**src/rtl/soda_controller.sv**
```systemverilog
// Control FSM for the soda vending path: debounces coins into single load pulses,
// triggers a vend once the datapath reports enough credit, and refunds abandoned credit.
module soda_controller #(
  parameter int unsigned DISP_CYCLES = 4,
  parameter int unsigned TIMEOUT     = 200,
  parameter int unsigned CNT_W       = 8
) (
  input  logic             clk_i,
  input  logic             rst_ni,
  input  logic             coin_in_i,
  input  logic             tot_lt_s_i,
  output logic             tot_ld_o,
  output logic             tot_clr_o,
  output logic             dispense_o,
  output logic             refund_o,
  output logic             busy_o,
  output logic [CNT_W-1:0] vend_count_o
);

  typedef enum logic [2:0] {
    S_INIT    = 3'd0,
    S_WAIT    = 3'd1,
    S_ADD     = 3'd2,
    S_RELEASE = 3'd3,
    S_DISP    = 3'd4,
    S_REFUND  = 3'd5
  } state_e;

  localparam logic [15:0]      TMO_LAST  = 16'(TIMEOUT - 1);
  localparam logic [7:0]       DISP_LAST = 8'(DISP_CYCLES - 1);
  localparam logic [CNT_W-1:0] VEND_MAX  = '1;

  state_e           state_q, state_d;
  logic             have_credit_q, have_credit_d;
  logic [15:0]      tmo_q, tmo_d;
  logic [7:0]       disp_cnt_q, disp_cnt_d;
  logic [CNT_W-1:0] vend_q, vend_d;

  always_ff @(posedge clk_i) begin
    if (!rst_ni) begin
      state_q       <= S_INIT;
      have_credit_q <= 1'b0;
      tmo_q         <= '0;
      disp_cnt_q    <= '0;
      vend_q        <= '0;
    end else begin
      state_q       <= state_d;
      have_credit_q <= have_credit_d;
      tmo_q         <= tmo_d;
      disp_cnt_q    <= disp_cnt_d;
      vend_q        <= vend_d;
    end
  end

  // WAIT priority: vend beats a new coin, a coin beats the refund timer.
  always_comb begin
    state_d       = state_q;
    have_credit_d = have_credit_q;
    tmo_d         = tmo_q;
    disp_cnt_d    = disp_cnt_q;
    vend_d        = vend_q;
    case (state_q)
      S_INIT: begin
        state_d = S_WAIT;
      end
      S_WAIT: begin
        if (have_credit_q && !tot_lt_s_i) begin
          state_d    = S_DISP;
          disp_cnt_d = '0;
          tmo_d      = '0;
          vend_d     = (vend_q == VEND_MAX) ? vend_q : vend_q + CNT_W'(1);
        end else if (coin_in_i) begin
          state_d = S_ADD;
          tmo_d   = '0;
        end else if (have_credit_q) begin
          if (tmo_q == TMO_LAST) begin
            state_d = S_REFUND;
          end else begin
            tmo_d = tmo_q + 16'd1;
          end
        end else begin
          tmo_d = '0;
        end
      end
      S_ADD: begin
        have_credit_d = 1'b1;
        state_d       = S_RELEASE;
      end
      S_RELEASE: begin
        if (!coin_in_i) begin
          state_d = S_WAIT;
        end
      end
      S_DISP: begin
        if (disp_cnt_q == DISP_LAST) begin
          have_credit_d = 1'b0;
          state_d       = S_INIT;
        end else begin
          disp_cnt_d = disp_cnt_q + 8'd1;
        end
      end
      S_REFUND: begin
        have_credit_d = 1'b0;
        tmo_d         = '0;
        state_d       = S_WAIT;
      end
      default: begin
        state_d = S_INIT;
      end
    endcase
  end

  // Outputs decode registered state only, so no input reaches an output combinationally.
  always_comb begin
    tot_ld_o   = 1'b0;
    tot_clr_o  = 1'b0;
    dispense_o = 1'b0;
    refund_o   = 1'b0;
    busy_o     = 1'b1;
    case (state_q)
      S_INIT:   tot_clr_o  = 1'b1;
      S_WAIT:   busy_o     = 1'b0;
      S_ADD:    tot_ld_o   = 1'b1;
      S_DISP:   dispense_o = 1'b1;
      S_REFUND: begin
        refund_o  = 1'b1;
        tot_clr_o = 1'b1;
      end
      default: ;
    endcase
  end

  assign vend_count_o = vend_q;

endmodule

```
**config.mk**
```make
export PLATFORM = sky130hd
export DESIGN_NAME = soda_controller
export DESIGN_NICKNAME = d
export VERILOG_FILES = /design/src/rtl/soda_controller.sv
export SDC_FILE = /design/constraint.sdc
export NUM_CORES = 1
export LEC_CHECK = 0
export CORE_UTILIZATION = 44
export CTS_BUF_LIST = sky130_fd_sc_hd__clkbuf_4
export DETAILED_ROUTE_END_ITERATION = 10
export SYNTH_ARGS = -nofsm -noshare
export SYNTH_HDL_FRONTEND = slang
export SYNTH_SLANG_ARGS = --single-unit
```
**constraint.sdc**
```tcl
create_clock -name clk_i -period 2.5 [get_ports clk_i]
set_input_delay 0.25 -clock clk_i [delete_from_list [all_inputs] [get_ports clk_i]]
set_output_delay 0.25 -clock clk_i [all_outputs]
set_load 0.05 [all_outputs]
```
# Word level (Yosys, flattened, before mapping)
# Cells that the tools add are included.
[word_totals]
ff_bits = 36
input_bits = 4
output_inout_bits = 13
wordCells = 58
[classes]
n_addsub = 3
n_eq_ne = 15
muxes = 22
n_bitwise = 1
n_reduce_logical = 12
[ops]
columns = ["operator", "n"]
rows = [
  ["$mux 16", 4],
  ["$pmux 16 s2", 1],
  ["$mux 3", 6],
  ["$add 16x1->16 const B", 1],
  ["$add 8x1->8 const B", 2],
  ["$eq 16x8->1 const B", 1],
  ["$mux 8", 2],
  ["$pmux 8 s2", 1],
  ["$pmux 3 s5", 1],
  ["$eq 8x2->1 const B", 1],
  ["$eq 8x8->1 const B", 1],
  ["$ne 2x2->1 const B", 4],
  ["$ne 4x4->1 const B", 2],
  ["$eq 3x2->1 const B", 2],
  ["$eq 3x3->1 const B", 2],
  ["$mux 1", 6],
  ["$reduce_and 3->1", 2],
  ["$ne 5x5->1 const B", 1],
  ["$reduce_and 2->1", 2],
  ["$reduce_and 4->1", 1],
  ["$reduce_bool 2->1", 2],
  ["$eq 3x1->1 const B", 1],
  ["$logic_not 3->1", 1],
  ["$pmux 1 s3", 1],
  ["5 further kinds", 5],
]

# Depth between registers and ports, before layout
# Gate-level depths: netlist of the first run.
[logic_depth]
ltp_word = 6
depth_mapped = 8
ltp_nobuf = 5

# Worst setup path before layout of the first run
# Ideal clock, no wire load.
[synth_path]
path_kind = "reg-to-reg"
start = "register state_q[1]"
end = "register disp_cnt_q[7]"
setup_time_ns = 0.070
t_arrival_ns = 1.890
required_ns = 2.430
slack_ns = 0.540
stages_incl_launch_ff = 6
n_path_buf = 1
synth_period_minus_slack_ns = 1.960
path_cell_list = "dfxtp_1 > buf_2 > nor3b_4 > a21oi_1 > or4_1 > a21oi_1"
[synth_via]
elab_chain_cells = 3
elab_cells_between_ends = 7
classes_between = "4 x eq/ne; 1 x mux; 2 x reduce/logical"
[synth_rtl]
columns = ["item", "line", "text"]
rows = [
  ["from (decl)", "33", "state_e state_q, state_d;"],
  ["from (signal assigned)", "47", "state_q <= state_d;"],
  ["$eq 3x3->1 or $eq 3x1->1 (tied branches)", "62", "case (state_q)"],
  ["$ne 2x2->1 (no source line) or $reduce_bool 2->1 (tied branches)", "-", ""],
  ["$reduce_and 3->1 (no source line)", "-", ""],
  ["to (signal assigned)", "50", "disp_cnt_q <= disp_cnt_d;"],
  ["to (decl)", "36", "logic [7:0] disp_cnt_q, disp_cnt_d;"],
]
# Parallel ways exist; a longest one is shown, timed or not.
# A chain may end at the register's enable or synchronous reset.

# Final worst setup path of the first run
[layout_path]
start = "register state_q[1]"
end = "output port tot_ld_o"
[layout_via]
elab_chain_cells = 2
[layout_rtl]
columns = ["item", "line", "text"]
rows = [
  ["$eq 3x2->1", "120", "case (state_q)"],
  ["$mux 1", "120", ""],
  ["to (decl)", "12", "output logic tot_ld_o,"],
]
# No other way between the ends.

==> metrics.txt, run 1 <==
initial antenna violation count=0; run status=finished clean; Slew headroom=52.9%; biggest area consumer among synthesized cells=dfxtp_1; die height=69.6 um; Compound-Gate Fraction of Synth Area=23.9%; number of storage elements in the synthesis netlist=36; number of cells upsized or downsized after cts=0; Pins Over Slew Limit=0; worst slew pin tran=0.699 ns; cell area after synthesis=0.00201 mm^2; CTS sink count=36; delay-heaviest family, CP=buffers and inverters; endpoints failing setup=0; Gate Count Post-Synth=236; Setup TNS=0 ns; top-area cell type share of the netlist area=35.9%; min setup slack post-route=0.151 ns; fraction of final layout cells sized beyond drive strength 1=8.27%; clk buf depth=2; dominant register cell in the synthesized netlist=dfxtp_1; maximum number of pins on one net before global-route repair=23; Total Routed Length=4530 um; largest family of logic cells by synthesized area=simple AND/OR/NAND/NOR gates; average vias per placed instance=6.03; overflow left after global routing=0; Unique masters post-synth=47; portion of the clock cycle consumed by the worst path in the final layout=94.0%; ordered cell list for the critical path=nor2b_1 > nor2b_1 > clkdlybuf4s50_1; number of enable-type register cells in the synthesized netlist=0; ys async rst share=0%; number of instances on the worst hold path=2; die area=0.00484 mm^2; most common cell type on the critical path=nor2b_1; post-route minimum period=2.35 ns; top cells by area in the synthesized netlist=dfxtp_1 36%, a21oi_1 7.0%, nand3_1 4.0%; synth warn=0; worst setup path class=register to output port; DRC violation count after routing=0; number of cells on the critical path=3; number of detailed-route iterations in the first pass=4; placement-stage worst setup slack=0.358 ns; cts hold-fix bufs=0; number of cell rows=24; share of synthesized area occupied by flip-flops and latches=35.9%; FF-to-FF path depth=5; Worst Path Required=2.25 ns; number of DRC violations after detailed-routing iteration 0=110; worst flop-to-flop path endpoint=state_q[1]; signal arrival time at the worst endpoint=2.10 ns; average wire per standard cell=14.8 um; maximum achievable frequency=0.426 GHz; worst-path fanout max=9; Clk Tree Root Cell=clkbuf_4; startpoint class of the critical path=register; multiplexer area fraction after synthesis=0%; initial core utilization=45.8%; worst supply voltage drop on vdd=0.302 mV; Mean Syn Cell Area=8.51 um^2; max-cap violations=0; count of boundary I/O pins=17; power per unit of standard cell area=459 mW/mm^2; GP Congestion=0.797; synthesis-to-layout area growth=13.1%; kind of end point of the critical path=output port; number of I/O port buffers=16; first-pass GRT wire length=7900 um; clk slew on worst S/H paths=0.11 ns; area share of fa/ha/maj cells after synthesis=1.87%; Hold Fails Final Rpt=0; clock tree from TritonCTS=yes; worst clock skew=0.00976 ns; core box area=0.00438 mm^2; DP HPWL=3230 um; slowest cell delay on critical path=0.80 ns; x dimension of the die=69.6 um; static power due to leakage=0.747 nW; Critical-path top delay cell=clkdlybuf4s50_1; Antenna Diode Count=0; vias=1846; Post-Synth Simple-Gate Area=31.0%; Syn Nets=243; buffers inserted by post-CTS timing repair=0; setup slack on the worst flop-to-flop path=0.46 ns; worst-case hold slack=0.496 ns; RSZ-0062 raised after global routing=false; buffers and inverters on the worst path=1; start point of the worst hold path=tmo_q[4]; Tot GR Track Use=20.3%; Antenna Violating Nets Remaining=0; # H-tree levels=2; source-to-sink clock delay at the later pin of the worst-skew pair=0.35 ns; worst min-delay path category=register to register; source of the critical timing path=state_q[1]; Post-Synth XOR/XNOR Area=3.05%; R2R Path Start=disp_cnt_q[1]; cell area after placement=0.00222 mm^2; number of buffers created by CTS=5; Final Instance Area=0.00227 mm^2; end point of the most critical hold path=tmo_q[4]; final layout net count=261; via count of the first global-routing pass=1660
state kept, by name, indices dropped and copies added, names as in the netlist:
| signal | count |
|---|---|
| disp_cnt_q | 8 |
| tmo_q | 16 |
| vend_count_o | 8 |
| have_credit_q | 1 |
| state_q | 3 |
synthesized netlist by cell type (2+ instances only):
master     number
dfxtp_1        36
a21oi_1        28
nand3_1        16
nand2_1        15
nor2_1         12
o21ai_0        11
nand4_1         9
or4_1           9
clkbuf_1        7
o31ai_1         7
or3_1           7
xor2_1          7
and3_1          6
inv_1           5
a2111o_1        4
and4_1          4
o21a_1          4
a31oi_1         3
and2_1          3
buf_2           3
ha_1            3
nand3b_1        3
nor2b_1         3
o41ai_1         3
buf_6           2
nor3b_4         2
nor4_1          2
o2111ai_1       2
or2b_1          2
power breakdown:
group	total, mW	switching [mW]	internal (mW)	leakage (nW)
sequential	0.596	0.0157	0.581	0.291
combinational	0.136	0.0850	0.0514	0.425
clock	0.310	0.195	0.114	0.0315
cell usage in the layout, fill, tap and decap left out, types with 8 or more instances in the layout:
cell,synthesis,routed
o21ai_0,11,11
a21oi_1,28,28
nand2_1,15,15
clkdlybuf4s50_1,0,14
nand3_1,16,16
nand4_1,9,9
nor2_1,12,12
buf_4,0,8
or4_1,9,9
dfxtp_1,36,36
kinds of logic (layout without fill, tap and decap cells):
group	after synthesis	after routing
flops	36	36
simple gates	101	101
buf+inv	18	36
compound gates	71	71
fa+ha+maj	3	3
xor+xnor	7	7
routing by layer:
| metal | up-vias | track usage, % | share of wire [%] |
|---|---|---|---|
| li1 | 944 | - | - |
| met1 | 863 | 27.8 | 49 |
| met2 | 33 | 31.5 | 45 |
| met3 | 6 | 4.94 | 4.3 |
| met4 | 0 | 6.12 | 1.2 |
| met5 | - | 0 | 0 |
worst min-delay path, cell delays in order (launching register included):
cell and delay, ns:
dfxtp_1 0.35, nand2_1 0.06, a21oi_1 0.05
per-stage QoR:
step | util, % | total power, mW | std cells
after floorplan | - | 0.706 | 236
after CTS | 51.8 | 1.06 | 306
after global routing | 51.8 | 1.10 | 306
after global placement | 50.6 | 0.747 | 299
final | 51.8 | 1.04 | 306
after detailed placement | 50.6 | 0.746 | 299
how the worst max path moves through the flow:
| stage | slack, ns | to |
|---|---|---|
| 6_report | 0.15 | tot_ld_o |
| 5_1_grt | 0.03 | dispense_o |
| 4_1_cts | 0.05 | busy_o |
| 3_5_place_dp | 0.36 | tmo_q[2] |
| 3_3_place_gp | 0.42 | tmo_q[3] |
| 2_1_floorplan | 0.54 | disp_cnt_q[7] |
layout make-up:
class	count	area, um^2
fill	430	2110
multi-input combinational	182	1200
sequential	36	721
timing repair buffer	23	213
tap	52	65.1
clock buffer	6	45.0
inverter	6	22.5
clock inverter	1	5.00
(Power assumes the default switching activity.)
==> inputs of run 2 (changes only) <==
--- a/config.mk
+++ b/config.mk
@@ -7,7 +7,10 @@
 export LEC_CHECK = 0
 export CORE_UTILIZATION = 44
 export CTS_BUF_LIST = sky130_fd_sc_hd__clkbuf_4
+export CTS_CLUSTER_DIAMETER = 80
 export DETAILED_ROUTE_END_ITERATION = 10
+export DONT_BUFFER_PORTS = 1
+export REMOVE_ABC_BUFFERS = 1
 export SYNTH_ARGS = -nofsm -noshare
 export SYNTH_HDL_FRONTEND = slang
 export SYNTH_SLANG_ARGS = --single-unit
==> metrics.txt, run 2 (synthesis gave the netlist of run 1 again) <==
Hold Fails Final Rpt=0; Slew headroom=55.7%; Clk Tree Root Cell=clkbuf_4; final layout net count=248; x dimension of the die=69.6 um; buffers inserted by post-CTS timing repair=0; most common cell after layout, fill and taps aside=dfxtp_1; setup slack on the worst flop-to-flop path=0.47 ns; worst supply voltage drop on vdd=0.281 mV; endpoints failing setup=0; worst min-delay path category=input port to register; maximum number of pins on one net before global-route repair=23; average wire per standard cell=14.8 um; FF-to-FF path depth=5; initial antenna violation count=0; worst slew pin tran=0.664 ns; via count of the first global-routing pass=1619; worst-case hold slack=0.0410 ns; # H-tree levels=2; Setup TNS=0 ns; synthesis-to-layout area growth=6.29%; maximum achievable frequency=0.484 GHz; number of cells upsized or downsized after cts=0; number of DRC violations after detailed-routing iteration 0=143; startpoint class of the critical path=register; source-to-sink clock delay at the later pin of the worst-skew pair=0.34 ns; number of cell rows=24; count of boundary I/O pins=17; top library cells by usage in the layout, fill and taps aside=36 x dfxtp_1, 28 x a21oi_1, 16 x nand3_1; worst setup path class=register to output port; Worst Path Required=2.25 ns; max-cap violations=0; number of buffers created by CTS=5; power per unit of standard cell area=482 mW/mm^2; post-route minimum period=2.07 ns; number of detailed-route iterations in the first pass=4; worst-path fanout max=10; register bank with the most flops=tmo_q; die area=0.00484 mm^2; initial core utilization=45.8%; Total Routed Length=4330 um; run status=finished clean; fraction of final layout cells sized beyond drive strength 1=9.54%; Antenna Diode Count=0; DP HPWL=3030 um; kind of end point of the critical path=output port; die height=69.6 um; vias=1779; core box area=0.00438 mm^2; cts hold-fix bufs=0; Pins Over Slew Limit=0; signal arrival time at the worst endpoint=1.82 ns; clk slew on worst S/H paths=0.12 ns; number of instances on the worst hold path=2; Tot GR Track Use=19.8%; power consumption=1.03 mW; clock tree from TritonCTS=yes; worst clock skew=0.0115 ns; DRC violation count after routing=0; overflow left after global routing=0; portion of the clock cycle consumed by the worst path in the final layout=82.6%; clk buf depth=2; number of flip-flops in the largest register=16; Antenna Violating Nets Remaining=0; CTS sink count=36; number of I/O port buffers=0; static power due to leakage=0.697 nW; average vias per placed instance=6.07; GP Congestion=0.809; first-pass GRT wire length=7760 um; RSZ-0062 raised after global routing=false
-- run 2: worst paths after layout --
| check | to | start |
|---|---|---|
| hold / removal | disp_cnt_q[4] | rst_ni |
| setup / recovery | refund_o | state_q[0] |
| hold reg to reg | tmo_q[15] | tmo_q[15] |
| setup reg to reg | state_q[1] | disp_cnt_q[0] |
-- run 2: routing by layer --
| layer | global-route usage (%) | vias up | routed length (um) |
|---|---|---|---|
| li1 | - | 922 | - |
| met1 | 28.0 | 818 | 2220 |
| met2 | 29.0 | 33 | 1850 |
| met3 | 4.94 | 6 | 201 |
| met4 | 7.48 | 0 | 57 |
| met5 | 0 | - | 0 |
-- run 2: worst max-delay path, cell delays in order, from the launching register on --
cell     delay (ns)
dfxtp_1        0.47
nor2b_2        0.47
and2_1         0.53
-- run 2: area by class of cell --
class | count | area, um^2
Tap cell | 52 | 65.1
Inverter | 6 | 22.5
Timing Repair Buffer | 10 | 75.1
Sequential cell | 36 | 721
Multi-Input combinational cell | 182 | 1200
Clock buffer | 6 | 45.0
Fill cell | 446 | 2250
Clock inverter | 1 | 5.00
-- run 2: power breakdown --
part / switching, mW / total, mW / internal (mW) / leakage [nW]
sequential: 0.0161 / 0.597 / 0.581 / 0.291
combinational: 0.0788 / 0.120 / 0.0414 / 0.375
clock: 0.196 / 0.311 / 0.115 / 0.0315
-- run 2: stage by stage --
stage               utilization, %  cell area (um^2)  instances  worst slack (ns)
floorplan                        -              1940        224             0.393
global placement              47.5              2080        286             0.538
detailed placement            47.5              2080        286             0.466
CTS                           48.7              2130        293             0.418
global route                  48.7              2130        293             0.336
finish                        48.7              2130        293             0.435
